$ cat src/rtl/parity_frame_receiver.sv
// parity_frame_receiver: receives start/data/parity/stop serial frames and flags parity and framing errors
module parity_frame_receiver #(
  parameter int DATA_W = 4,
  parameter int ODD = 0,
  parameter int CNT_W = 8
) (
  input  logic              clk,
  input  logic              rst,
  input  logic              sample_en,
  input  logic              sin,
  output logic [DATA_W-1:0] data_out,
  output logic              data_valid,
  output logic              parity_err,
  output logic              frame_err,
  output logic [CNT_W-1:0]  err_count,
  output logic              busy
);
  localparam int BC_W = DATA_W > 1 ? $clog2(DATA_W) : 1;
  typedef enum logic [1:0] {IDLE, DATA, PARITY, STOP} state_t;
  state_t state, state_n;
  logic [BC_W-1:0] bit_cnt, bit_cnt_n;
  logic [DATA_W-1:0] shift, shift_n;
  logic [DATA_W:0] shift_in;
  logic par, par_n, done, last, perr, ferr;
  assign shift_in = {sin, shift};
  assign last = bit_cnt == BC_W'(DATA_W - 1);
  assign perr = ^{shift, par, ODD != 0};
  assign ferr = ~sin;
  assign busy = state != IDLE;
  always_comb begin
    state_n = state;
    bit_cnt_n = bit_cnt;
    shift_n = shift;
    par_n = par;
    done = 1'b0;
    if (sample_en)
      case (state)
        IDLE: begin
          state_n = sin ? IDLE : DATA;
          bit_cnt_n = '0;
        end
        DATA: begin
          shift_n = shift_in[DATA_W:1];
          bit_cnt_n = last ? '0 : bit_cnt + 1'b1;
          state_n = last ? PARITY : DATA;
        end
        PARITY: begin
          par_n = sin;
          state_n = STOP;
        end
        default: begin
          done = 1'b1;
          state_n = IDLE;
        end
      endcase
  end
  always_ff @(posedge clk) begin
    if (rst) begin
      state <= IDLE;
      bit_cnt <= '0;
      shift <= '0;
      par <= 1'b0;
      data_out <= '0;
      data_valid <= 1'b0;
      parity_err <= 1'b0;
      frame_err <= 1'b0;
      err_count <= '0;
    end else begin
      state <= state_n;
      bit_cnt <= bit_cnt_n;
      shift <= shift_n;
      par <= par_n;
      data_valid <= done;
      if (done) begin
        data_out <= shift;
        parity_err <= perr;
        frame_err <= ferr;
        if ((perr || ferr) && err_count != '1) err_count <= err_count + 1'b1;
      end
    end
  end
endmodule

$ cat config.mk
export PLATFORM = sky130hd
export DESIGN_NAME = parity_frame_receiver
export DESIGN_NICKNAME = d
export VERILOG_FILES = /design/src/rtl/parity_frame_receiver.sv
export SDC_FILE = /design/constraint.sdc
export NUM_CORES = 1
export LEC_CHECK = 0
export BUFFER_PORTS_ARGS = -buffer_cell sky130_fd_sc_hd__buf_2
export CAP_MARGIN = 20
export CORE_MARGIN = 2
export CORE_UTILIZATION = 58
export CTS_CLUSTER_SIZE = 8
export DETAILED_ROUTE_END_ITERATION = 10
export MAX_ROUTING_LAYER = met4
export PLACE_DENSITY_LB_ADDON = 0.08
export SKIP_LAST_GASP = 1
export SLEW_MARGIN = 20
export SYNTH_ARGS = -nofsm -noshare
export SYNTH_HDL_FRONTEND = slang
export SYNTH_SLANG_ARGS = --single-unit
$ cat constraint.sdc
create_clock -name clk -period 4 [get_ports clk]
set_clock_uncertainty 0.1 [all_clocks]
set_input_delay 0.2 -clock clk [delete_from_list [all_inputs] [get_ports clk]]
set_output_delay 0.2 -clock clk [all_outputs]
set_load 0.02 [all_outputs]
==> results of run 1 <==
synth_stat cells, drive strengths merged:
| cell | count |
|---|---|
| inv | 1 |
| o21a | 1 |
| mux2 | 6 |
| nand3b | 1 |
| dlygate4sd1 | 1 |
| mux2i | 6 |
| a211oi | 5 |
| xnor3 | 1 |
| a21oi | 9 |
| nand2b | 5 |
| nor3 | 2 |
| nor4b | 1 |
| nor2 | 21 |
| or3 | 2 |
| clkbuf | 6 |
| nand2 | 17 |
| a2111oi | 3 |
| ha | 2 |
| xnor2 | 2 |
| a21o | 1 |
| and3 | 2 |
| and2b | 2 |
| or2 | 2 |
| nor3b | 1 |
| nand3 | 2 |
| dfxtp | 24 |
| nor2b | 4 |
| buf | 1 |
metal layers:
metal  global-route usage (%)  wire, µm
met4                    7.143        12
met3                    3.681        58
met1                    22.48       967
met2                    34.91      1067
met5                        -         0
area by class of cell:
| class | instances | area (µm²) | area share (%) |
|---|---|---|---|
| Clock buffer | 3 | 22.52 | 1.682 |
| Clock inverter | 1 | 30.03 | 2.243 |
| Inverter | 1 | 3.754 | 0.2804 |
| Multi-Input combinational cell | 98 | 673.1 | 50.28 |
| Sequential cell | 24 | 480.5 | 35.89 |
| Tap cell | 27 | 33.78 | 2.523 |
| Timing Repair Buffer | 19 | 95.09 | 7.103 |
power breakdown:
| group | internal [mW] | switching [mW] |
|---|---|---|
| sequential | 0.241 | 0.00228 |
| combinational | 0.00792 | 0.0137 |
| clock | 0.101 | 0.0700 |
| total | 0.350 | 0.0860 |
final timing paths:
path                     from            to  slack (ns)  cells after the start
hold / removal      sample_en      state[0]        0.14                      3
setup reg to reg     state[1]  err_count[7]        1.72                      4
hold reg to reg   data_out[0]   data_out[0]        0.36                      2
setup / recovery     state[1]  err_count[7]        1.72                      4
state kept, by name, summed over array words and instances (netlist names):
register / flops
par: 1
bit_cnt: 2
parity_err: 1
state: 2
data_out: 4
data_valid: 1
shift: 4
err_count: 8
frame_err: 1
per-stage QoR:
step | instances | utilization [%] | power, mW | area, µm²
3_5_place_dp | 169 | 66.24 | 0.2697 | 1286
6_report | 173 | 68.94 | 0.4357 | 1339
3_3_place_gp | 169 | 66.24 | 0.2688 | 1286
5_1_grt | 173 | 68.94 | 0.4534 | 1339
2_1_floorplan | 131 | - | 0.2644 | 1194
4_1_cts | 173 | 68.94 | 0.4408 | 1339
cell families (layout without fill, tap and decap cells):
kind of cell	count (synthesis)	after routing	share of synthesized area, %
fa+ha+maj	2	2	2.096
xor+xnor	3	3	6.603
mux	12	12	10.69
simple gates	62	62	25.05
flops	24	24	40.25
buf+inv	9	24	3.354
compound gates	19	19	11.95
worst register-to-register path: cells and delay by family (launching register included):
| family | cells | cell delay [ns] |
|---|---|---|
| AOI/OAI and AO/OA | 1 | 0.31 |
| DFF | 1 | 0.50 |
| muxes | 1 | 0.36 |
| and+or+nand+nor | 2 | 0.92 |
==> metrics, run 1 <==
Hold Fails Final Rpt 0; delay of the slowest critical-path stage 0.54 ns; final wirelength 2105 µm; synthesized area 1194 µm²; area grow syn2layout 12.16%; Worst Setup Start Kind flop; vias in the first global route 872; top cells by area, synth dfxtp_1 40%, nor2_1 6.6%, mux2_1 5.7%; Critical-path top delay cell or3_2; # port buffers 19; buffer and inverter count on the worst path 0; DR iter-0 viols 5; Ys Warns 0; synthesized flop and latch total 24; Post-Syn Area per Cell 9.112 µm²; antenna-violating nets left 0; Worst-Skew Late Latency 0.31 ns; Final Critical Period 2.283 ns; CP delay by family, top simple AND/OR/NAND/NOR gates; CTS sink count 24; Global Route Usage Sum 19.92%; per-cell routed wire length 12.17 µm; area leader, netlist dfxtp_1; Seq/Total Area, Yosys 40.25%; initial antenna violation count 0; Mapped Nets 137; TNS Setup 0 ns; Worst VDD drop 0.3650 mV; Die W 49.37 µm; largest net degree at the start of global routing 32; Final WS setup 1.717 ns; Num CTS Buffers 3; most frequent cells in the layout 24 x dfxtp_1, 21 x nor2_1, 19 x buf_2; fmax 437.9 MHz; critical path required time 4.11 ns; Starting Density 61.47%; Antenna Cells 0; TritonCTS clock tree done; Yosys top cell area share 40.25%; IO Count 20; via-per-instance ratio 5.266; setup bufs post-CTS 0; Final period util 57.09%; P_leak 0.5774 nW; dpl hpwl 1523 µm; Finish-stage setup viols 0; clock buffer depth 2; total number of vias 911; Core Area 1942 µm²; # fillers 147; hold_ws 0.1397 ns; Placement Rows 16; Remaining Overflow, GRT 0; first-pass GRT wire length 3629 µm; outcome complete, no violations; Max-Cap Viols 0; CTS clk-pin slew, worst paths 0.13 ns; Worst-Margin Slew 0.7814 ns; Slew HR 47.50%; Yosys cell types 31; crit-path cells nand3_1 > or3_2 > a2111oi_2 > mux2_1; crit path DAT 2.39 ns; Hold/Removal Path Class in -> reg; worst slack at placement 1.764 ns; Crit. End Element flop; commonest non-fill, non-tap cell in the layout dfxtp_1; TritonRoute pass-1 iters 4; critical setup path kind reg -> reg; Pins Over Slew Limit 0; RSZ-0062 raised after global routing false; PD cells 325.5 nW/µm²; share of cells above drive strength 1 23.97%; Nets 153; detailed-route DRC error count 0; Placer Congestion 0.7743; Post-CTS Resized 0; CTS root buf clkbuf_4; Cells after Synth 131; CP max FO 12; Chip Height 49.37 µm; htree depth 1; cts hold-fix bufs 0; DIE AREA 2437 µm²
(Power assumes the default switching activity.)
==> run 2: changes to the inputs <==
--- a/config.mk
+++ b/config.mk
@@ -5,10 +5,11 @@
 export SDC_FILE = /design/constraint.sdc
 export NUM_CORES = 1
 export LEC_CHECK = 0
+export ABC_AREA = 1
 export BUFFER_PORTS_ARGS = -buffer_cell sky130_fd_sc_hd__buf_2
 export CAP_MARGIN = 20
 export CORE_MARGIN = 2
-export CORE_UTILIZATION = 58
+export CORE_UTILIZATION = 48
 export CTS_CLUSTER_SIZE = 8
 export DETAILED_ROUTE_END_ITERATION = 10
 export MAX_ROUTING_LAYER = met4
==> constraint.sdc (replaced) <==
create_clock -name clk -period 2.1 [get_ports clk]
set_clock_uncertainty 0.1 [all_clocks]
set_input_delay 0.105 -clock clk [delete_from_list [all_inputs] [get_ports clk]]
set_output_delay 0.105 -clock clk [all_outputs]
set_load 0.02 [all_outputs]
==> run 2 against run 1 <==
Net effect: cell count rose by 19%; via count up 16%; register-to-register slack worse by 1.1 ns; clock-buffer cell count rose by 1; combinational power grew to 3.0 times the previous value; maximum frequency grew 52%; total power rose by 78%; sequential share of layout area is 0.61 points higher; core utilization is 10 points lower; sequential power up 93%; global-route usage down 0.23 points; largest cell class unchanged.
==> metrics, run 2 <==
first-pass GRT wire length 3946 µm; Max-Cap Viols 0; TritonCTS clock tree done; total number of vias 1055; PD cells 588.0 nW/µm²; TNS Setup 0 ns; Synth Area in Adders 2.188%; Post-Syn Area per Cell 7.378 µm²; Placement Rows 17; dpl hpwl 1774 µm; EDFF count, synth 0; Crit Reg-Reg Endpoint err_count[0]; Post-DP Area 1270 µm²; area grow syn2layout 15.10%; via-per-instance ratio 5.121; TritonRoute pass-1 iters 4; flop2flop setup slack 0.60 ns; setup bufs post-CTS 0; Ys Warns 0; CTS root buf clkbuf_4; # fillers 231; Antenna Cells 0; crit-path cells ha_1 > nand3_2 > nor2_4 > nand2_4 > nand3_4 > nand2_1 > nand2_1 > nor2_1; Final WS setup 0.6004 ns; DIE AREA 2789 µm²; Critical-path top delay cell dfxtp_1; crit path DAT 1.62 ns; Finish-stage setup viols 0; top cells by area, synth dfxtp_1 42%, nand2_1 12%, a21oi_1 6.6%; clock buffer depth 2; worst slack at placement 0.6112 ns; IO Count 20; vias in the first global route 973; DP Cell Count 201; CTS sink count 24; xor/xnor share of the synthesized area 2.298%; most frequent cell after synthesis nand2_1; commonest non-fill, non-tap cell in the layout nand2_1; largest net degree at the start of global routing 16; detailed-route DRC error count 0; antenna-violating nets left 0; FFs w/ async S/R, synth 0%; Nets 185; Hold/Removal Path Class in -> reg; per-cell routed wire length 11.24 µm; Placer Congestion 0.8027; initial antenna violation count 0; synth cell count leaders 36 x nand2_1, 24 x dfxtp_1, 18 x inv_1, 15 x a21oi_1, 12 x nand3_1; Hold Fails Final Rpt 0; CP max FO 9; Pins Over Slew Limit 0; Cells after Synth 155; Worst VDD drop 0.3887 mV; htree depth 1; Starting Density 51.20%; Hold EP err_count[2]; Compound-Gate Fraction of Synth Area 13.24%; # port buffers 19; CTS clk-pin slew, worst paths 0.13 ns; critical setup path kind reg -> reg; Seq/Total Area, Yosys 42.01%; share of cells above drive strength 1 20.22%; Core Area 2233 µm²; RSZ-0062 raised after global routing false; Final period util 71.41%; most frequent cells in the layout 36 x nand2_1, 24 x dfxtp_1, 19 x buf_2; critical path's most frequent cell nand2_1; fmax 666.8 MHz; delay of the slowest critical-path stage 0.41 ns; M3 GR Usage 3.429%; Reg area 480.5 µm²; outcome complete, no violations; final wirelength 2315 µm; Worst Setup Start Kind flop; Multi-input gate area 580.6 µm²; Yosys cell types 22; GRT met1 Usage 22.61%; Worst-Margin Slew 0.3189 ns; Yosys top cell area share 42.01%; fin cells 206; Chip Height 52.81 µm; Slew HR 78.74%; WHS Path Cells 2; area leader, netlist dfxtp_1; Largest regs err_count (8), data_out (4), shift (4); synthesized area 1144 µm²; Simple-Gate Fraction of Synth Area 33.04%; Largest register FFs 8; mux contribution to synthesized area 0%; Post-synth top flop dfxtp_1; R2R cell count 8; Die W 52.81 µm; Num CTS Buffers 3; Final Critical Period 1.500 ns; critical path required time 2.22 ns; P_leak 0.5816 nW; Remaining Overflow, GRT 0; busiest grt layer met2; Largest Register err_count; Worst-Skew Late Latency 0.31 ns; global-route track usage on met2 33.54%; synthesized flop and latch total 24; launch point of the worst reg-to-reg path err_count[0]; Crit. End Element flop; DR iter-0 viols 15; final instance area 1316 µm²; main combinational cell family by area after synthesis simple AND/OR/NAND/NOR gates; HP Start rst; Global Route Usage Sum 19.69%; Mapped Nets 161
## run 2: changes by cell type after synthesis, sizes merged, moves of 3 or more
cell / change
a2111oi: -3
mux2: -6
nor2: -7
nand4: +8
a211oi: -5
o21ai: +10
clkbuf: -5
nand3: +13
nand2b: -5
mux2i: -6
inv: +19
a21oi: +9
nand2: +20
nor2b: -4
## run 2: layout make-up
type                       instances  share of cell area, %
tap                               28                  2.662
sequential                        24                  36.50
multi-input combinational        109                  44.11
inverter                          21                  5.989
timing repair buffer              20                  7.985
clock buffer                       4                  2.757
## run 2: worst max path at each step
stage / from / endpoint / slack [ns]
3_5_place_dp: err_count[0] / err_count[0] / 0.61
6_report: err_count[0] / err_count[0] / 0.60
5_1_grt: err_count[0] / err_count[2] / 0.46
3_3_place_gp: err_count[0] / err_count[0] / 0.66
2_1_floorplan: err_count[0] / err_count[0] / 0.57
4_1_cts: err_count[0] / err_count[2] / 0.59
## run 2: what timing repair did
| item | 4_1_cts | 5_1_grt |
|---|---|---|
| hold buffers | 1 | 0 |
| resized for setup | 0 | 0 |
| hold endpoints to repair | 1 | 0 |
## run 2: stage by stage
stage | hold slack [ns] | power (mW) | utilization [%]
2_1_floorplan | 0.07407 | 0.5258 | -
3_3_place_gp | 0.3075 | 0.5424 | 56.86
3_5_place_dp | 0.3093 | 0.5439 | 56.86
4_1_cts | 0.04754 | 0.7831 | 58.94
5_1_grt | 0.05648 | 0.8111 | 58.94
6_report | 0.04739 | 0.7739 | 58.94
## run 2: layer usage
metal / part of all wire (%) / wire [µm] / vias up
li1: - / - / 559
met1: 46 / 1064 / 474
met2: 50 / 1155 / 18
met3: 3.1 / 71 / 4
met4: 0.99 / 23 / 0
met5: 0 / 0 / -
## run 2: worst max-delay path, delay by kind of cell (launching register included)
family,cells,cell delay [ns]
and+or+nand+nor,7,0.64
adders and majority gates,1,0.26
DFF,1,0.41
## run 2: power breakdown
part | switching, mW | total, mW | internal, mW
Sequential | 0.00618 | 0.469 | 0.463
Clock | 0.133 | 0.239 | 0.106
Combinational | 0.0452 | 0.0654 | 0.0203
Total | 0.185 | 0.774 | 0.589
## run 2: cells by family (layout without fill, tap and decap cells)
group,count (synthesis),in the layout
AND/OR/NAND/NOR,76,76
AO/OA/AOI/OAI,28,28
flip-flops,24,24
buffers and inverters,22,45
XOR/XNOR,3,3
adder cells (fa/ha/maj),2,2
==> run 3: changes to the inputs <==
--- a/config.mk
+++ b/config.mk
@@ -5,11 +5,11 @@
 export SDC_FILE = /design/constraint.sdc
 export NUM_CORES = 1
 export LEC_CHECK = 0
-export ABC_AREA = 1
+export ABC_AREA = 0
 export BUFFER_PORTS_ARGS = -buffer_cell sky130_fd_sc_hd__buf_2
 export CAP_MARGIN = 20
 export CORE_MARGIN = 2
-export CORE_UTILIZATION = 48
+export CORE_UTILIZATION = 54
 export CTS_CLUSTER_SIZE = 8
 export DETAILED_ROUTE_END_ITERATION = 10
 export MAX_ROUTING_LAYER = met4
==> constraint.sdc (replaced) <==
create_clock -name clk -period 1.6 [get_ports clk]
set_clock_uncertainty 0.1 [all_clocks]
set_input_delay 0.08 -clock clk [delete_from_list [all_inputs] [get_ports clk]]
set_output_delay 0.08 -clock clk [all_outputs]
set_load 0.02 [all_outputs]
==> run 3 against run 2 <==
Net effect: the run now ends with setup timing left; routed wire length up 17%; critical path type unchanged; sequential cell count unchanged; critical endpoint is now err_count[5]; maximum frequency decreased by 22%; combinational power up 17%; total power rose by 45%; largest cell class unchanged; setup slack got worse by 0.92 ns.
==> metrics, run 3 (synthesis results as in run 1) <==
Placement Rows 17; antenna-violating nets left 0; Hold/Removal Path Class in -> reg; Final WS setup -0.3179 ns; TritonRoute pass-1 iters 4; Global Route Usage Sum 24.51%; fmax 521.4 MHz; Largest Register err_count; Worst-Skew Late Latency 0.31 ns; total number of vias 1036; crit path DAT 2.03 ns; CTS root buf clkbuf_4; Largest regs err_count (8), data_out (4), shift (4); DR iter-0 viols 7; R2R cell count 4; CTS clk-pin slew, worst paths 0.13 ns; Nets 174; Slew HR 68.40%; Placer Congestion 0.7898; most frequent cells in the layout 21 x nor2_1, 19 x buf_2, 19 x buf_4; Post-DP Area 1441 µm²; Chip Height 51.02 µm; Worst-Margin Slew 0.4724 ns; critical setup path kind reg -> reg; P_leak 0.7107 nW; outcome complete, but fails checks; Reg area 488.0 µm²; DP Cell Count 189; Num CTS Buffers 3; first-pass GRT wire length 4629 µm; htree depth 1; vias in the first global route 1058; commonest non-fill, non-tap cell in the layout nor2_1; per-cell routed wire length 13.92 µm; hold_ws 0.1187 ns; RSZ-0062 raised after global routing true; Largest register FFs 8; Worst VDD drop 0.6522 mV; Max-Cap Viols 0; CTS sink count 24; # fillers 158; Worst Setup Start Kind flop; detailed-route DRC error count 0; critical path required time 1.72 ns; Hold Fails Final Rpt 0; # port buffers 19; Pins Over Slew Limit 0; WHS Path Cells 4; Die W 51.02 µm; share of cells above drive strength 1 43.11%; TNS Setup -2.212 ns; Multi-input gate area 768.2 µm²; PD cells 697.4 nW/µm²; Antenna Cells 0; Crit. End Element flop; largest net degree at the start of global routing 19; via-per-instance ratio 5.313; area grow syn2layout 34.59%; Final Critical Period 1.918 ns; fin cells 195; DIE AREA 2603 µm²; Remaining Overflow, GRT 0; TritonCTS clock tree done; failing checks setup timing; total design power 1.120 mW; Starting Density 55.56%; initial antenna violation count 0; clock buffer depth 2; final wirelength 2715 µm; Finish-stage setup viols 9; Final period util 119.9%; Core Area 2148 µm²; final instance area 1607 µm²; IO Count 20; dpl hpwl 1818 µm; CP max FO 8
==> run 3: cell count changes in the layout (fill, tap and decap cells not counted), moves of 5 or more <==
cell	delta
buf_4	+19
nand2_1	-19
inv_1	-17
nor2_1	+11
nand3_1	-10
o21ai_0	-10
nand4_1	-8
a21oi_1	-6
dfxtp_1	-6
dfxtp_2	+6
mux2i_1	+6
a211oi_2	+5
nand2b_1	+5
==> run 3: power breakdown <==
group	internal, mW	switching [mW]
combinational	0.0310	0.0453
clock	0.253	0.187
sequential	0.601	0.00306
==> run 3: critical path, stage by stage (launching register included) <==
cell	delay (ns)
dfxtp_2	0.35
xnor3_2	0.46
xnor2_4	0.24
a2111oi_4	0.34
mux2_4	0.33
==> run 3: area by class of cell <==
class | count | area share, %
Multi-Input combinational cell | 98 | 47.82
Sequential cell | 24 | 30.37
Timing Repair Buffer | 40 | 16.12
Tap cell | 28 | 2.181
Clock inverter | 1 | 1.869
Clock buffer | 3 | 1.402
Inverter | 1 | 0.2336
==> run 3: layer usage <==
| layer | vias up | global-route usage, % | part of all wire [%] |
|---|---|---|---|
| li1 | 517 | - | - |
| met1 | 503 | 25.69 | 43 |
| met2 | 12 | 46.54 | 54 |
| met3 | 4 | 3.509 | 1.6 |
| met4 | 0 | 8.108 | 1.3 |
| met5 | - | - | 0 |
==> run 3: what timing repair did <==
action | 4_1_cts | 5_1_grt
endpoints found under the setup margin | 8 | 9
gates resized for setup | 12 | 5
hold buffers | 1 | 0
endpoints found under the hold margin | 2 | 0
pin swaps | 5 | 6
buffers inserted | 1 | 0
==> run 3: metrics by stage <==
| step | setup slack (ns) | utilization (%) |
|---|---|---|
| final | -0.3179 | 74.78 |
| after global routing | -0.3775 | 74.78 |
| after CTS | -0.3048 | 73.79 |
| after detailed placement | -0.3079 | 67.09 |
| after global placement | -0.2635 | 67.09 |
| after floorplan | -0.2551 | - |
==> run 3: worst paths after layout <==
check | slack [ns] | endpoint | startpoint
hold reg to reg | 0.37 | data_out[2] | data_out[2]
hold / removal | 0.12 | state[0] | sample_en
setup / recovery | -0.32 | err_count[5] | shift[2]
setup reg to reg | -0.32 | err_count[5] | shift[2]
